[src/rtl/calc_result_display.sv]
// calc_result_display: latches a 5-bit signed result and converts it to sign
// plus two BCD digits by sequential shift-add-3. The value is shown on a
// 4-digit common-anode 7-segment display, multiplexed one digit per slot.
module calc_result_display #(
  parameter int unsigned SCAN_DIV       = 100000,
  parameter bit          SEG_ACTIVE_LOW = 1'b1,
  parameter bit          AN_ACTIVE_LOW  = 1'b1
) (
  input  logic       clk,
  input  logic       rst_n,
  input  logic [4:0] result,
  input  logic       load,
  output logic       busy,
  output logic [3:0] an,
  output logic [6:0] seg
);

  localparam int unsigned CW = (SCAN_DIV > 1) ? $clog2(SCAN_DIV) : 1;
  localparam logic [CW-1:0] CNT_LAST = CW'(SCAN_DIV - 1);

  // Glyphs are held lit-high internally; polarity is applied at the pins.
  localparam logic [6:0] GL_BLANK = 7'b0000000;
  localparam logic [6:0] GL_MINUS = 7'b1000000;
  localparam logic [6:0] SEG_POL  = {7{SEG_ACTIVE_LOW}};
  localparam logic [3:0] AN_POL   = {4{AN_ACTIVE_LOW}};

  typedef enum logic [1:0] {IDLE, CONV, DONE} state_t;

  state_t      state_q;
  logic        busy_q;
  logic        neg_q;
  logic [4:0]  mag_q;
  logic [7:0]  bcd_q;
  logic [2:0]  step_q;
  logic        pend_q;
  logic [4:0]  pend_val_q;
  logic [6:0]  disp0_q, disp1_q, disp2_q;
  logic [CW-1:0] cnt_q;
  logic [1:0]  idx_q;
  logic [3:0]  an_q;
  logic [6:0]  seg_q;

  logic [7:0]  bcd_adj;
  logic [7:0]  bcd_shift;
  logic [4:0]  start_val;
  logic [6:0]  g_sign, g_tens, g_ones;
  logic [6:0]  cur_glyph;

  function automatic logic [4:0] mag_of(input logic [4:0] r);
    // -16 negates to 5'b10000 = 16, which still fits unsigned in 5 bits.
    return r[4] ? 5'(~r + 5'd1) : r;
  endfunction

  function automatic logic [6:0] digit_glyph(input logic [3:0] d);
    case (d)
      4'd0:    return 7'b0111111;
      4'd1:    return 7'b0000110;
      4'd2:    return 7'b1011011;
      4'd3:    return 7'b1001111;
      4'd4:    return 7'b1100110;
      4'd5:    return 7'b1101101;
      4'd6:    return 7'b1111101;
      4'd7:    return 7'b0000111;
      4'd8:    return 7'b1111111;
      4'd9:    return 7'b1101111;
      default: return GL_BLANK;
    endcase
  endfunction

  // One double-dabble step: add 3 to nibbles >= 5, then shift in next magnitude bit.
  always_comb begin
    bcd_adj = bcd_q;
    if (bcd_q[3:0] >= 4'd5) bcd_adj[3:0] = bcd_q[3:0] + 4'd3;
    if (bcd_q[7:4] >= 4'd5) bcd_adj[7:4] = bcd_q[7:4] + 4'd3;
    bcd_shift = (bcd_adj << 1) | {7'b0, mag_q[4]};
  end

  // Glyphs for the finished conversion and the value to restart from in DONE.
  always_comb begin
    g_sign    = (neg_q && (bcd_q != 8'd0)) ? GL_MINUS : GL_BLANK;
    g_tens    = (bcd_q[7:4] == 4'd0) ? GL_BLANK : digit_glyph(bcd_q[7:4]);
    g_ones    = digit_glyph(bcd_q[3:0]);
    // A load arriving in DONE is newer than any pending value, so it wins.
    start_val = load ? result : pend_val_q;
  end

  // Conversion FSM: capture, five shift-add-3 steps, then publish to display regs.
  always_ff @(posedge clk) begin
    if (!rst_n) begin
      state_q    <= IDLE;
      busy_q     <= 1'b0;
      neg_q      <= 1'b0;
      mag_q      <= '0;
      bcd_q      <= '0;
      step_q     <= '0;
      pend_q     <= 1'b0;
      pend_val_q <= '0;
      disp0_q    <= digit_glyph(4'd0);
      disp1_q    <= GL_BLANK;
      disp2_q    <= GL_BLANK;
    end else begin
      case (state_q)
        IDLE: begin
          if (load) begin
            neg_q   <= result[4];
            mag_q   <= mag_of(result);
            bcd_q   <= '0;
            step_q  <= '0;
            busy_q  <= 1'b1;
            state_q <= CONV;
          end
        end
        CONV: begin
          bcd_q  <= bcd_shift;
          mag_q  <= {mag_q[3:0], 1'b0};
          step_q <= step_q + 3'd1;
          if (step_q == 3'd4) state_q <= DONE;
          if (load) begin
            pend_q     <= 1'b1;
            pend_val_q <= result;
          end
        end
        DONE: begin
          disp0_q <= g_ones;
          disp1_q <= g_tens;
          disp2_q <= g_sign;
          if (load || pend_q) begin
            pend_q  <= 1'b0;
            neg_q   <= start_val[4];
            mag_q   <= mag_of(start_val);
            bcd_q   <= '0;
            step_q  <= '0;
            state_q <= CONV;
          end else begin
            busy_q  <= 1'b0;
            state_q <= IDLE;
          end
        end
        default: begin
          busy_q  <= 1'b0;
          state_q <= IDLE;
        end
      endcase
    end
  end

  // Glyph for the digit slot currently being scanned.
  always_comb begin
    case (idx_q)
      2'd0:    cur_glyph = disp0_q;
      2'd1:    cur_glyph = disp1_q;
      2'd2:    cur_glyph = disp2_q;
      default: cur_glyph = GL_BLANK;
    endcase
  end

  // Scan timer, digit index and registered anode/segment drivers.
  always_ff @(posedge clk) begin
    if (!rst_n) begin
      cnt_q <= '0;
      idx_q <= '0;
      an_q  <= AN_POL;
      seg_q <= SEG_POL;
    end else begin
      an_q  <= (4'b0001 << idx_q) ^ AN_POL;
      seg_q <= cur_glyph ^ SEG_POL;
      if (cnt_q == CNT_LAST) begin
        cnt_q <= '0;
        idx_q <= idx_q + 2'd1;
      end else begin
        cnt_q <= cnt_q + 1'b1;
      end
    end
  end

  assign busy = busy_q;
  assign an   = an_q;
  assign seg  = seg_q;

endmodule

[config.mk]
export PLATFORM = sky130hd
export DESIGN_NAME = calc_result_display
export DESIGN_NICKNAME = d
export VERILOG_FILES = /design/src/rtl/calc_result_display.sv
export SDC_FILE = /design/constraint.sdc
export NUM_CORES = 1
export LEC_CHECK = 0
export CORE_MARGIN = 2
export CORE_UTILIZATION = 25
export DETAILED_ROUTE_END_ITERATION = 6
export GPL_TIMING_DRIVEN = 0
export PLACE_DENSITY = 0.41
export SETUP_SLACK_MARGIN = 0.5
export SYNTH_ARGS = -nofsm -noshare
export SYNTH_HDL_FRONTEND = slang
export SYNTH_SLANG_ARGS = --single-unit
[constraint.sdc]
create_clock -name clk -period 2.15 [get_ports clk]
set_input_delay 0.5375 -clock clk [delete_from_list [all_inputs] [get_ports clk]]
set_output_delay 0.5375 -clock clk [all_outputs]
set_load 0.02 [all_outputs]
==> impl_results.md <==
* Final hold slack at 0.419 ns
* Final setup margin at -0.0508 ns
* Clk slew on worst S/H paths at 0.07 ns
* Clock Path Buffers at 2
* Max Slew Vio Count at 0
* ANT cells at 0
* Min cycle time layout at ~2.2 ns
* Io pins at 20
* Status: complete, but fails checks
* LEAKAGE at around 2 nW
* Slew headroom at 0.504
* Critical Setup Path Class: register to register
* CP Data Arrival Time at 2.48 ns
* Most common cell after layout, fill and taps aside: dfxtp_1
* RSZ-0062 raised after global routing: yes
* Overall Power at 3.60 mW
* Routed length per placed instance at between 10 and 15 um
* Vias post-DR at 3381
* Seq cells post-synth at 78
* Reg2Reg Depth at 13
* Share of layout cells above drive strength 1 at 0.235
* Pin count of the biggest net entering global routing at 16
* CTS tree: yes
* Initial antenna violation count at 0
* First drt pass iteration count at 5
* Failing checks: setup timing
* GRT Util Overall at 0.134
* Setup violators final at 2
* Vias in the first global route at 3316
* Clock root cell: clkbuf_16
* Routed Antenna Nets at 0
* Setup TNS at -0.0669 ns
* PD cells at 678 nW/um^2
* Die width at 130 um
* Synth Cell Area at 3940 sq um
* Sequential area share after synthesis at 0.396
* Worst Path Max Fanout at 5
* Hold Vio Cnt, Final at 0
* First-pass GRT wire length at 17.4 mm
* Initial Utilization at 0.257
* Final Cycle Share at 1.02
* Worst Setup Start Kind: register
* Hold Path Class: register to register
* Commonest cells after routing, fill and taps aside: dfxtp_1 (73), nor2_1 (50), nand2_1 (50)
* Post-DP HPWL at approximately 7.1 mm
* Worst-skew pair later-pin latency at 0.34 ns
* YS warnings at 0
* Die ar. at 16800 sq um
* Total of max-cap violations at 0
* Clock share of power at 0.440
* Async SR Flop Fraction at 0
* Gpl congestion at ~0.78
* Synth Area per Inst at 8.42 sq um
* Mapped Nets at 505
* Die Y-Extent at 130 um
* Distinct cell type count after synthesis at 57
* Number of I/O port buffers at 18
* Post-Place Setup Slack at -0.829 ns
* Synthesized instance count at ~470
* Seq pwr share at 0.423
* Crit path capture type: register
* Cts-stage hold buffer count at 0
* Final wirelength at 10.3 mm
* Final Net Count at 559
* DRC Markers at 0
* EDFF count, synth at 0
* Fmax at 454 MHz
* Congestion Overflow GR at 0
* Fillers at ~1600
* Req. time, crit path at 2.43 ns
* Clock sink count at 78
* Synth Flop Type: dfxtp_1
* H-Tree Depth at 3
* CTS Buf Count at 9
* FP Rows at 45
* Area Overhead vs Synth at 34.8%
* Core Region at 15300 sq um
* Number of vias per cell at 4.58
* 1st-iter DRT viols at 161
* Tightest Pin Transition at between 0.7 and 0.8 ns
* Cell Int Power at around 2.6 mW
* Switching Fraction at 0.269
* VDD IR max at 358 uV
* Hold path cells at 1
* Switching power at just under 1 mW
* Clock Skew at 0.00751 ns
* Combinational power share at 0.137
power by group through the flow:
stage / Sequential, mW / Combinational [mW] / Clock (mW)
after CTS: 1.52 / 0.468 / 1.63
after detailed placement: 1.55 / 0.389 / 0
after floorplan: 1.56 / 0.257 / 0
after global placement: 1.55 / 0.384 / 0
final: 1.52 / 0.494 / 1.58
after global routing: 1.53 / 0.547 / 1.69
synth_stat cells (4+ instances only):
master    instances  share of area
nand3_1          22          0.028
ha_1             29          0.092
nand4_1           5         0.0079
a22o_1            6          0.013
clkbuf_1         18          0.017
nor3_1            8          0.010
a22oi_1           6          0.011
dfxtp_1          78           0.40
mux2i_1           8          0.020
nand2b_1         12          0.019
a21o_1            4         0.0076
nor2_1           55          0.052
nand2_1          52          0.050
o21ai_0          17          0.022
a21oi_1          34          0.043
xor2_1           10          0.022
o221ai_1          4         0.0089
xnor2_1          14          0.031
inv_1            19          0.018
nor2b_1          11          0.017
logic make-up after synthesis:
| logic type | count (synthesis) | synth area share |
|---|---|---|
| simple gates | 180 | 0.213 |
| compound gates | 101 | 0.174 |
| flops | 78 | 0.396 |
| buf+inv | 48 | 0.0511 |
| fa+ha+maj | 29 | 0.0921 |
| xor+xnor | 24 | 0.0534 |
| mux | 8 | 0.0203 |
metal layers:
metal,global-route usage,up-vias,part of all wire
met3,0.0268,18,0.030
met4,0.0538,0,0.021
met5,0,-,0
met1,0.180,1603,0.50
met2,0.211,45,0.44
li1,-,1715,-
critical path, cell delays in order (launching register included):
cell	delay [ns]
dfxtp_4	0.39
ha_4	0.14
and2b_2	0.21
a21o_1	0.16
buf_6	0.13
and2_4	0.15
buf_8	0.11
a22oi_2	0.15
nor2_2	0.08
ha_2	0.20
nand2_1	0.06
nand2_1	0.06
a21oi_2	0.12
a41o_1	0.18
through the flow:
step / utilization / std cells / instance area [sq um]
3_3_place_gp: 0.294 / 697 / 4500
3_5_place_dp: 0.294 / 697 / 4500
5_1_grt: 0.347 / 738 / 5310
6_report: 0.347 / 738 / 5310
2_1_floorplan: - / 468 / 4060
4_1_cts: 0.339 / 738 / 5180
flip-flops by register name, indices dropped and copies added (netlist names), named ones only:
name and cells:
busy 1, disp0_q 7, an 4, pend_val_q 5, step_q 3, mag_q 5, disp1_q 7, seg 7
idx_q 2, bcd_q 8, state_q 2, disp2_q 1, pend_q 1, neg_q 1, cnt_q 17
path summary, 6_finish.rpt:
path	start	to	slack, ns
max	state_q[1]$_SDFFE_PN0P_	register	-0.05
min	cnt_q[0]$_SDFF_PP0_	cnt_q[0]$_SDFF_PP0_	0.42
min reg2reg	cnt_q[0]$_SDFF_PP0_	cnt_q[0]$_SDFF_PP0_	0.42
max reg2reg	state_q[1]$_SDFFE_PN0P_	register	-0.05
repair_timing:
| item | in CTS | in global routing |
|---|---|---|
| setup endpoints to repair | 76 | 69 |
| buffers inserted | 25 | 0 |
| resized for setup | 71 | 50 |
| pin swaps | 21 | 7 |
area by class of cell:
cell class	count	area (sq um)	share of cell area
well taps	211	264	0.0497
clock inverters	7	80.1	0.0151
flip-flops and latches	78	1580	0.297
inverters	22	82.6	0.0156
repair buffers	43	374	0.0705
clock buffers	9	225	0.0424
plain buffers	26	243	0.0457
multi-input cells	342	2460	0.464
No activity file was read; power rests on OpenSTA's default activity.
